===== src/rtl/touch_key_pkg.sv =====
// touch_key_pkg: LED mode codes and the per-channel press FSM state encoding
package touch_key_pkg;

    localparam logic [1:0] MODE_TOGGLE = 2'b00;
    localparam logic [1:0] MODE_MOMENT = 2'b01;
    localparam logic [1:0] MODE_LONG   = 2'b10;

    typedef enum logic [1:0] {
        IDLE    = 2'd0,
        PRESSED = 2'd1,
        LONG    = 2'd2
    } key_state_e;

endpackage


===== src/rtl/touch_key_ctrl_if.sv =====
// touch_key_ctrl_if: touch pad / LED bundle between board-side logic and the controller
//   touch       raw pad levels, 1 = touched
//   mode        per-channel LED mode, bits [2i+1:2i] for channel i
//   led         LED drive, 1 = on
//   press_pulse one-cycle pulse per accepted press
//   long_pulse  one-cycle pulse per accepted long press
//   key_level   debounced key level
interface touch_key_ctrl_if #(parameter int CH = 4);

    logic [CH-1:0]   touch;
    logic [2*CH-1:0] mode;
    logic [CH-1:0]   led;
    logic [CH-1:0]   press_pulse;
    logic [CH-1:0]   long_pulse;
    logic [CH-1:0]   key_level;

    modport master (output touch, mode, input led, press_pulse, long_pulse, key_level);
    modport slave  (input touch, mode, output led, press_pulse, long_pulse, key_level);

endinterface


===== src/rtl/touch_key_chan.sv =====
// touch_key_chan: one touch channel - synchroniser, debouncer, press/long-press FSM, LED
//   clk_i, rst_i  clock and synchronous active-high reset
//   touch_i       raw asynchronous pad level
//   mode_i        LED mode (toggle / momentary / long toggle / hold)
//   led_o         LED drive
//   press_o       one-cycle pulse on accepted press
//   long_o        one-cycle pulse on accepted long press
//   level_o       debounced key level
module touch_key_chan
    import touch_key_pkg::*;
#(
    parameter int DEB_CNT  = 1_000_000,
    parameter int LONG_CNT = 50_000_000
) (
    input  logic       clk_i,
    input  logic       rst_i,
    input  logic       touch_i,
    input  logic [1:0] mode_i,
    output logic       led_o,
    output logic       press_o,
    output logic       long_o,
    output logic       level_o
);

    localparam int CW = $clog2(LONG_CNT + 1);

    logic [1:0]    sync_q;
    logic [CW-1:0] deb_q;
    logic [CW-1:0] hold_q;
    logic          level_q;
    logic          led_q;
    logic          press_q;
    logic          long_q;
    key_state_e    state_q;

    logic          differ;
    logic          accept;
    logic          level_d;
    logic [CW-1:0] hold_inc;
    logic          press_d;
    logic          long_d;
    logic          led_d;

    // Events are derived from the next debounced level so that the pulses,
    // key_level and the LED all change on the same edge.
    assign differ   = sync_q[1] != level_q;
    assign accept   = differ && (deb_q == CW'(DEB_CNT));
    assign level_d  = accept ? sync_q[1] : level_q;
    assign hold_inc = hold_q + 1'b1;
    assign press_d  = (state_q == IDLE) && level_d;
    assign long_d   = (state_q == PRESSED) && level_d && (hold_inc == CW'(LONG_CNT));
    assign led_d    = (mode_i == MODE_TOGGLE) ? led_q ^ press_d :
                      (mode_i == MODE_MOMENT) ? level_d :
                      (mode_i == MODE_LONG)   ? led_q ^ long_d : led_q;

    always_ff @(posedge clk_i) begin
        if (rst_i) begin
            sync_q  <= '0;
            deb_q   <= '0;
            hold_q  <= '0;
            level_q <= 1'b0;
            led_q   <= 1'b0;
            press_q <= 1'b0;
            long_q  <= 1'b0;
            state_q <= IDLE;
        end else begin
            sync_q  <= {sync_q[0], touch_i};
            deb_q   <= (differ && !accept) ? deb_q + 1'b1 : '0;
            level_q <= level_d;
            led_q   <= led_d;
            press_q <= press_d;
            long_q  <= long_d;
            case (state_q)
                IDLE: begin
                    if (press_d) begin
                        state_q <= PRESSED;
                        hold_q  <= '0;
                    end
                end
                PRESSED: begin
                    if (!level_d) state_q <= IDLE;
                    else if (long_d) begin
                        state_q <= LONG;
                        hold_q  <= hold_inc;
                    end else hold_q <= hold_inc;
                end
                // hold_q stays at LONG_CNT here, so no further long pulse can fire
                LONG: if (!level_d) state_q <= IDLE;
                default: state_q <= IDLE;
            endcase
        end
    end

    assign led_o   = led_q;
    assign press_o = press_q;
    assign long_o  = long_q;
    assign level_o = level_q;

endmodule


===== src/rtl/touch_key_ctrl.sv =====
// touch_key_ctrl: CH independent touch-key channels driving one LED each
//   sys_clk  system clock
//   sys_rst  synchronous active-high reset
//   bus      slave side of touch_key_ctrl_if (touch/mode in; led, pulses, key_level out)
module touch_key_ctrl #(
    parameter int CH       = 4,
    parameter int DEB_CNT  = 1_000_000,
    parameter int LONG_CNT = 50_000_000
) (
    input logic              sys_clk,
    input logic              sys_rst,
    touch_key_ctrl_if.slave  bus
);

    for (genvar i = 0; i < CH; i++) begin : g_ch
        touch_key_chan #(
            .DEB_CNT  (DEB_CNT),
            .LONG_CNT (LONG_CNT)
        ) u_chan (
            .clk_i   (sys_clk),
            .rst_i   (sys_rst),
            .touch_i (bus.touch[i]),
            .mode_i  (bus.mode[2*i +: 2]),
            .led_o   (bus.led[i]),
            .press_o (bus.press_pulse[i]),
            .long_o  (bus.long_pulse[i]),
            .level_o (bus.key_level[i])
        );
    end

endmodule


===== src/flat_wrapper.sv =====
// flat-port wrapper written by rule: the top's interface ports become plain ports
module touch_key_ctrl_flat 
#(
    parameter int CH       = 4,
    parameter int DEB_CNT  = 1_000_000,
    parameter int LONG_CNT = 50_000_000
)
  (sys_clk, sys_rst, bus_touch, bus_mode, bus_led, bus_press_pulse, bus_long_pulse, bus_key_level);
  touch_key_ctrl_if #(.CH(CH)) bus_i ();
  input logic sys_clk;
  input logic sys_rst;
  input wire logic [$bits(bus_i.touch)-1:0] bus_touch;
  input wire logic [$bits(bus_i.mode)-1:0] bus_mode;
  output wire logic [$bits(bus_i.led)-1:0] bus_led;
  output wire logic [$bits(bus_i.press_pulse)-1:0] bus_press_pulse;
  output wire logic [$bits(bus_i.long_pulse)-1:0] bus_long_pulse;
  output wire logic [$bits(bus_i.key_level)-1:0] bus_key_level;
  assign bus_i.touch = bus_touch;
  assign bus_i.mode = bus_mode;
  assign bus_led = bus_i.led;
  assign bus_press_pulse = bus_i.press_pulse;
  assign bus_long_pulse = bus_i.long_pulse;
  assign bus_key_level = bus_i.key_level;
  touch_key_ctrl #(.CH(CH), .DEB_CNT(DEB_CNT), .LONG_CNT(LONG_CNT)) u_core (.sys_clk(sys_clk), .sys_rst(sys_rst), .bus(bus_i));
endmodule

===== config.mk =====
export PLATFORM = sky130hd
export DESIGN_NAME = touch_key_ctrl_flat
export DESIGN_NICKNAME = d
export VERILOG_FILES = /design/src/rtl/touch_key_pkg.sv /design/src/rtl/touch_key_ctrl_if.sv /design/src/rtl/touch_key_chan.sv /design/src/rtl/touch_key_ctrl.sv /design/src/flat_wrapper.sv
export SDC_FILE = /design/constraint.sdc
export NUM_CORES = 1
export LEC_CHECK = 0
export ABC_CLOCK_PERIOD_IN_PS = 3900
export BUFFER_PORTS_ARGS = -buffer_cell sky130_fd_sc_hd__buf_2
export CORE_UTILIZATION = 50
export DETAILED_ROUTE_END_ITERATION = 8
export PLACE_DENSITY = 0.66
export SYNTH_ARGS = -nofsm -noshare
export SYNTH_HDL_FRONTEND = slang
export SYNTH_SLANG_ARGS = --single-unit

===== constraint.sdc =====
create_clock -name sys_clk -period 3.9 [get_ports sys_clk]
set_clock_uncertainty 0.15 [all_clocks]
set_input_delay 0.39 -clock sys_clk [delete_from_list [all_inputs] [get_ports sys_clk]]
set_output_delay 0.39 -clock sys_clk [all_outputs]
set_load 0.005 [all_outputs]

==> metrics.txt <==
R2R Path End=u_core.g_ch[0].u_chan.led_o$_SDFFE_PP0P_; Hold WC Path Type=input port to flop; syn avg cell area=approximately 7.7 um^2; Synth Area in Compound Gates=0.148; Peak Freq=around 280 MHz; number of synthesized flops with an enable pin=0; Clk pin slew, worst setup/hold paths=0.06 ns; Async S/R FF share, synth=0; CP Max Fanout=11; aggregate global routing overflow=0; # rows=59; largest net degree at the start of global routing=between 60 and 70; Final period util=0.916; gpl congestion=approximately 0.86; Crit. End Element=flop; die width=166 um; Worst Hold Launch=bus_mode[4]; area grow syn2layout=8.72%; Resized cells post-CTS=0; Hold EP=u_core.g_ch[2].u_chan.led_o$_SDFFE_PP0P_; RSZ-0062 raised after global routing=no; top_reg_cell synth=dfxtp_1; initial antenna violation count=0; die area=27600 um^2; crit-path cells=ha_1 > nand3_1 > nor4_1 > buf_4 > a31o_2 > o211ai_1 > nor4_2 > mux2i_1 > nand3_1 > dlygate4sd3_1; sum of negative setup slack=0 ns; DR pass1 iterations=7; synthesized cell area=between 10000 and 15000 um^2; largest family of logic cells by synthesized area=simple AND/OR/NAND/NOR gates; cells on worst reg2reg path=10; Max Root-Sink Buffers=3; DIE HEIGHT=roughly 170 um; H-tree levels=1; fin. max-slew vios=0; routed len/inst=14.1 um; max-cap violations=0; Synth Instances=roughly 1800; vias=12000; first-pass GRT wire length=50300 um; Setup crit start kind=flop; # diodes=0; max_slew headroom=0.259; crit path buf inv count=2; count of cell types in the netlist=71; Iter 0 DRT Violations=roughly 770; Simple-Gate Fraction of Synth Area=0.344; NumNets Final=1748; Post-Route WL=29300 um; yosys warns=0; DR DRC count=2; FF-to-FF setup slack=~0.33 ns; CP most frequent cell=nand3_1; IO Pins=30; placed insts=2013; peak supply drop=299 uV; # setup viols final=0; CTS sink count=240; Slowest-stage cell, CP=nor4_2; status=finished with violations; share of layout cells above drive strength 1=0.0702; failing checks=design-rule violations; worst path required time=~4.2 ns; Clk Latency, worst-skew pair=0.55 ns; Hold Path Depth=4; vias per cell=between 5 and 6; Final Hold Viols=0; GRT Overall Usage=0.208; vias in the first global route=around 11000; r2r startpoint=u_core.g_ch[0].u_chan.hold_q[0]$_SDFFE_PP0P_; Worst Tran Pin Value=~1.1 ns; worst setup path category=flop to flop; largest delay contributor family on the critical path=simple AND/OR/NAND/NOR gates; xor and xnor area share after synthesis=0.0709; Adder-Cell Fraction of Synth Area=0.0149; area of the core=between 20000 and 30000 um^2; Lkg Pwr=roughly 4.7 nW; clock tree root buffer cell=clkbuf_16; port bufs=29; Antenna Nets Post-Route=0; crit path launch=u_core.g_ch[0].u_chan.hold_q[0]$_SDFFE_PP0P_; multiplexer area fraction after synthesis=0.0108; DP HPWL=between 15000 and 20000 um; Layout Cells excl Fill=between 2000 and 2500; TritonCTS clock tree=built; minimum clock period=3.57 ns; Starting Density=0.513; TritonCTS Buffers=28; register area share after synthesis=0.357; CP Data Arrival Time=approximately 3.9 ns; CP max stage delay=0.56 ns; Mapped Nets=roughly 1800; PwrDens=between 300 and 400 nW/um^2; Yosys reg bits=240
## cells by family (layout without fill, tap and decap cells)
kind of cell | Yosys count | in the layout
adder cells (fa/ha/maj) | 16 | 16
buffers and inverters | 164 | 148
flip-flops | 240 | 240
AO/OA/AOI/OAI | 335 | 335
multiplexers | 14 | 14
AND/OR/NAND/NOR | 877 | 877
XOR/XNOR | 109 | 109
## worst min-delay path: cells and delay by family
| kind | cells | cell delay (ns) |
|---|---|---|
| AND/OR/NAND/NOR | 2 | 0.14 |
| AO/OA/AOI/OAI | 1 | 0.03 |
| buffers and inverters | 1 | 0.12 |
## per-layer routing
layer | GRT usage | part of all wire
met2 | 0.336 | 0.44
met4 | 0.0593 | 0.023
met3 | 0.0286 | 0.040
met1 | 0.287 | 0.49
met5 | 0 | 0
## area by class of cell
type | instances | area (um^2)
fill | 2446 | 11600
multi-input combinational | 1351 | 7950
sequential | 240 | 4800
clock buffer | 44 | 872
tap | 335 | 419
timing repair buffer | 58 | 390
inverter | 39 | 146
clock inverter | 7 | 62.6
## through the flow
step / instance area, um^2 / total power, W / util / hold WS [ns] / setup WS, ns
CTS: 14600 / 0.00522 / 0.557 / 0.00161 / 0.343
detailed placement: 13600 / 0.00258 / 0.518 / 0.276 / 0.807
global route: 14600 / 0.00532 / 0.557 / 0.0396 / 0.0708
global placement: 13600 / 0.00258 / 0.518 / 0.267 / 0.874
floorplan: 13500 / 0.00256 / - / 0.264 / 1.15
finish: 14600 / 0.00514 / 0.557 / 0.0274 / 0.328
## state kept, by name, indices dropped and copies added, names as in the netlist
| register | count |
|---|---|
| u_core.g_ch.u_chan.long_o | 4 |
| u_core.g_ch.u_chan.sync_q | 8 |
| u_core.g_ch.u_chan.state_q | 8 |
| u_core.g_ch.u_chan.level_o | 4 |
| u_core.g_ch.u_chan.deb_q | 104 |
| u_core.g_ch.u_chan.hold_q | 104 |
| u_core.g_ch.u_chan.led_o | 4 |
| u_core.g_ch.u_chan.press_o | 4 |
## report_power, final
| part | internal, W | leakage [nW] | total [W] | switching (W) |
|---|---|---|---|---|
| clock | 0.00159 | 0.463 | 0.00261 | 0.00102 |
| sequential | 0.00246 | 1.93 | 0.00246 | 0.00000437 |
| combinational | 0.0000235 | 2.29 | 0.0000721 | 0.0000486 |
## how the worst max path moves through the flow
stage | to | slack [ns] | depth (start not counted)
after floorplan | u_core.g_ch[0].u_chan.led_o$_SDFFE_PP0P_ | 1.15 | 8
after global placement | u_core.g_ch[1].u_chan.hold_q[14]$_SDFFE_PP0P_ | 0.87 | 7
after detailed placement | u_core.g_ch[1].u_chan.hold_q[19]$_SDFFE_PP0P_ | 0.81 | 9
after CTS | u_core.g_ch[0].u_chan.led_o$_SDFFE_PP0P_ | 0.34 | 10
after global routing | u_core.g_ch[0].u_chan.led_o$_SDFFE_PP0P_ | 0.07 | 8
final | u_core.g_ch[0].u_chan.led_o$_SDFFE_PP0P_ | 0.33 | 10
## placed cells by master, fill, tap and decap left out, types with 44 or more instances in the layout
cell,instances
a21oi_1,111
dfxtp_1,240
nand2_1,163
nand3_1,95
o21ai_0,102
and3_1,44
nor3_1,66
xor2_1,71
and2_1,50
nand4_1,60
nor2_1,194
## cell usage after synthesis (23+ instances only)
cell type  number  area share
and2_1         50       0.023
nor2_1        194       0.054
buf_2          29       0.011
xor2_1         71       0.046
a21oi_1       111       0.041
or3_1          39       0.018
clkbuf_1       72       0.020
dfxtp_1       240        0.36
nand3_1        95       0.035
o21ai_0       103       0.038
nor4_1         36       0.017
nor2b_1        23       0.011
xnor2_1        38       0.025
and3_1         44       0.020
nand2_1       163       0.045
nor3_1         66       0.025
nand4_1        60       0.028
inv_1          39       0.011
## what timing repair did
| item | in CTS | in global routing |
|---|---|---|
| setup buffers | 0 | 0 |
| endpoints found under the hold margin | 8 | 0 |
| hold buffers | 10 | 0 |
Note: power is estimated with default switching activity, not from simulation.
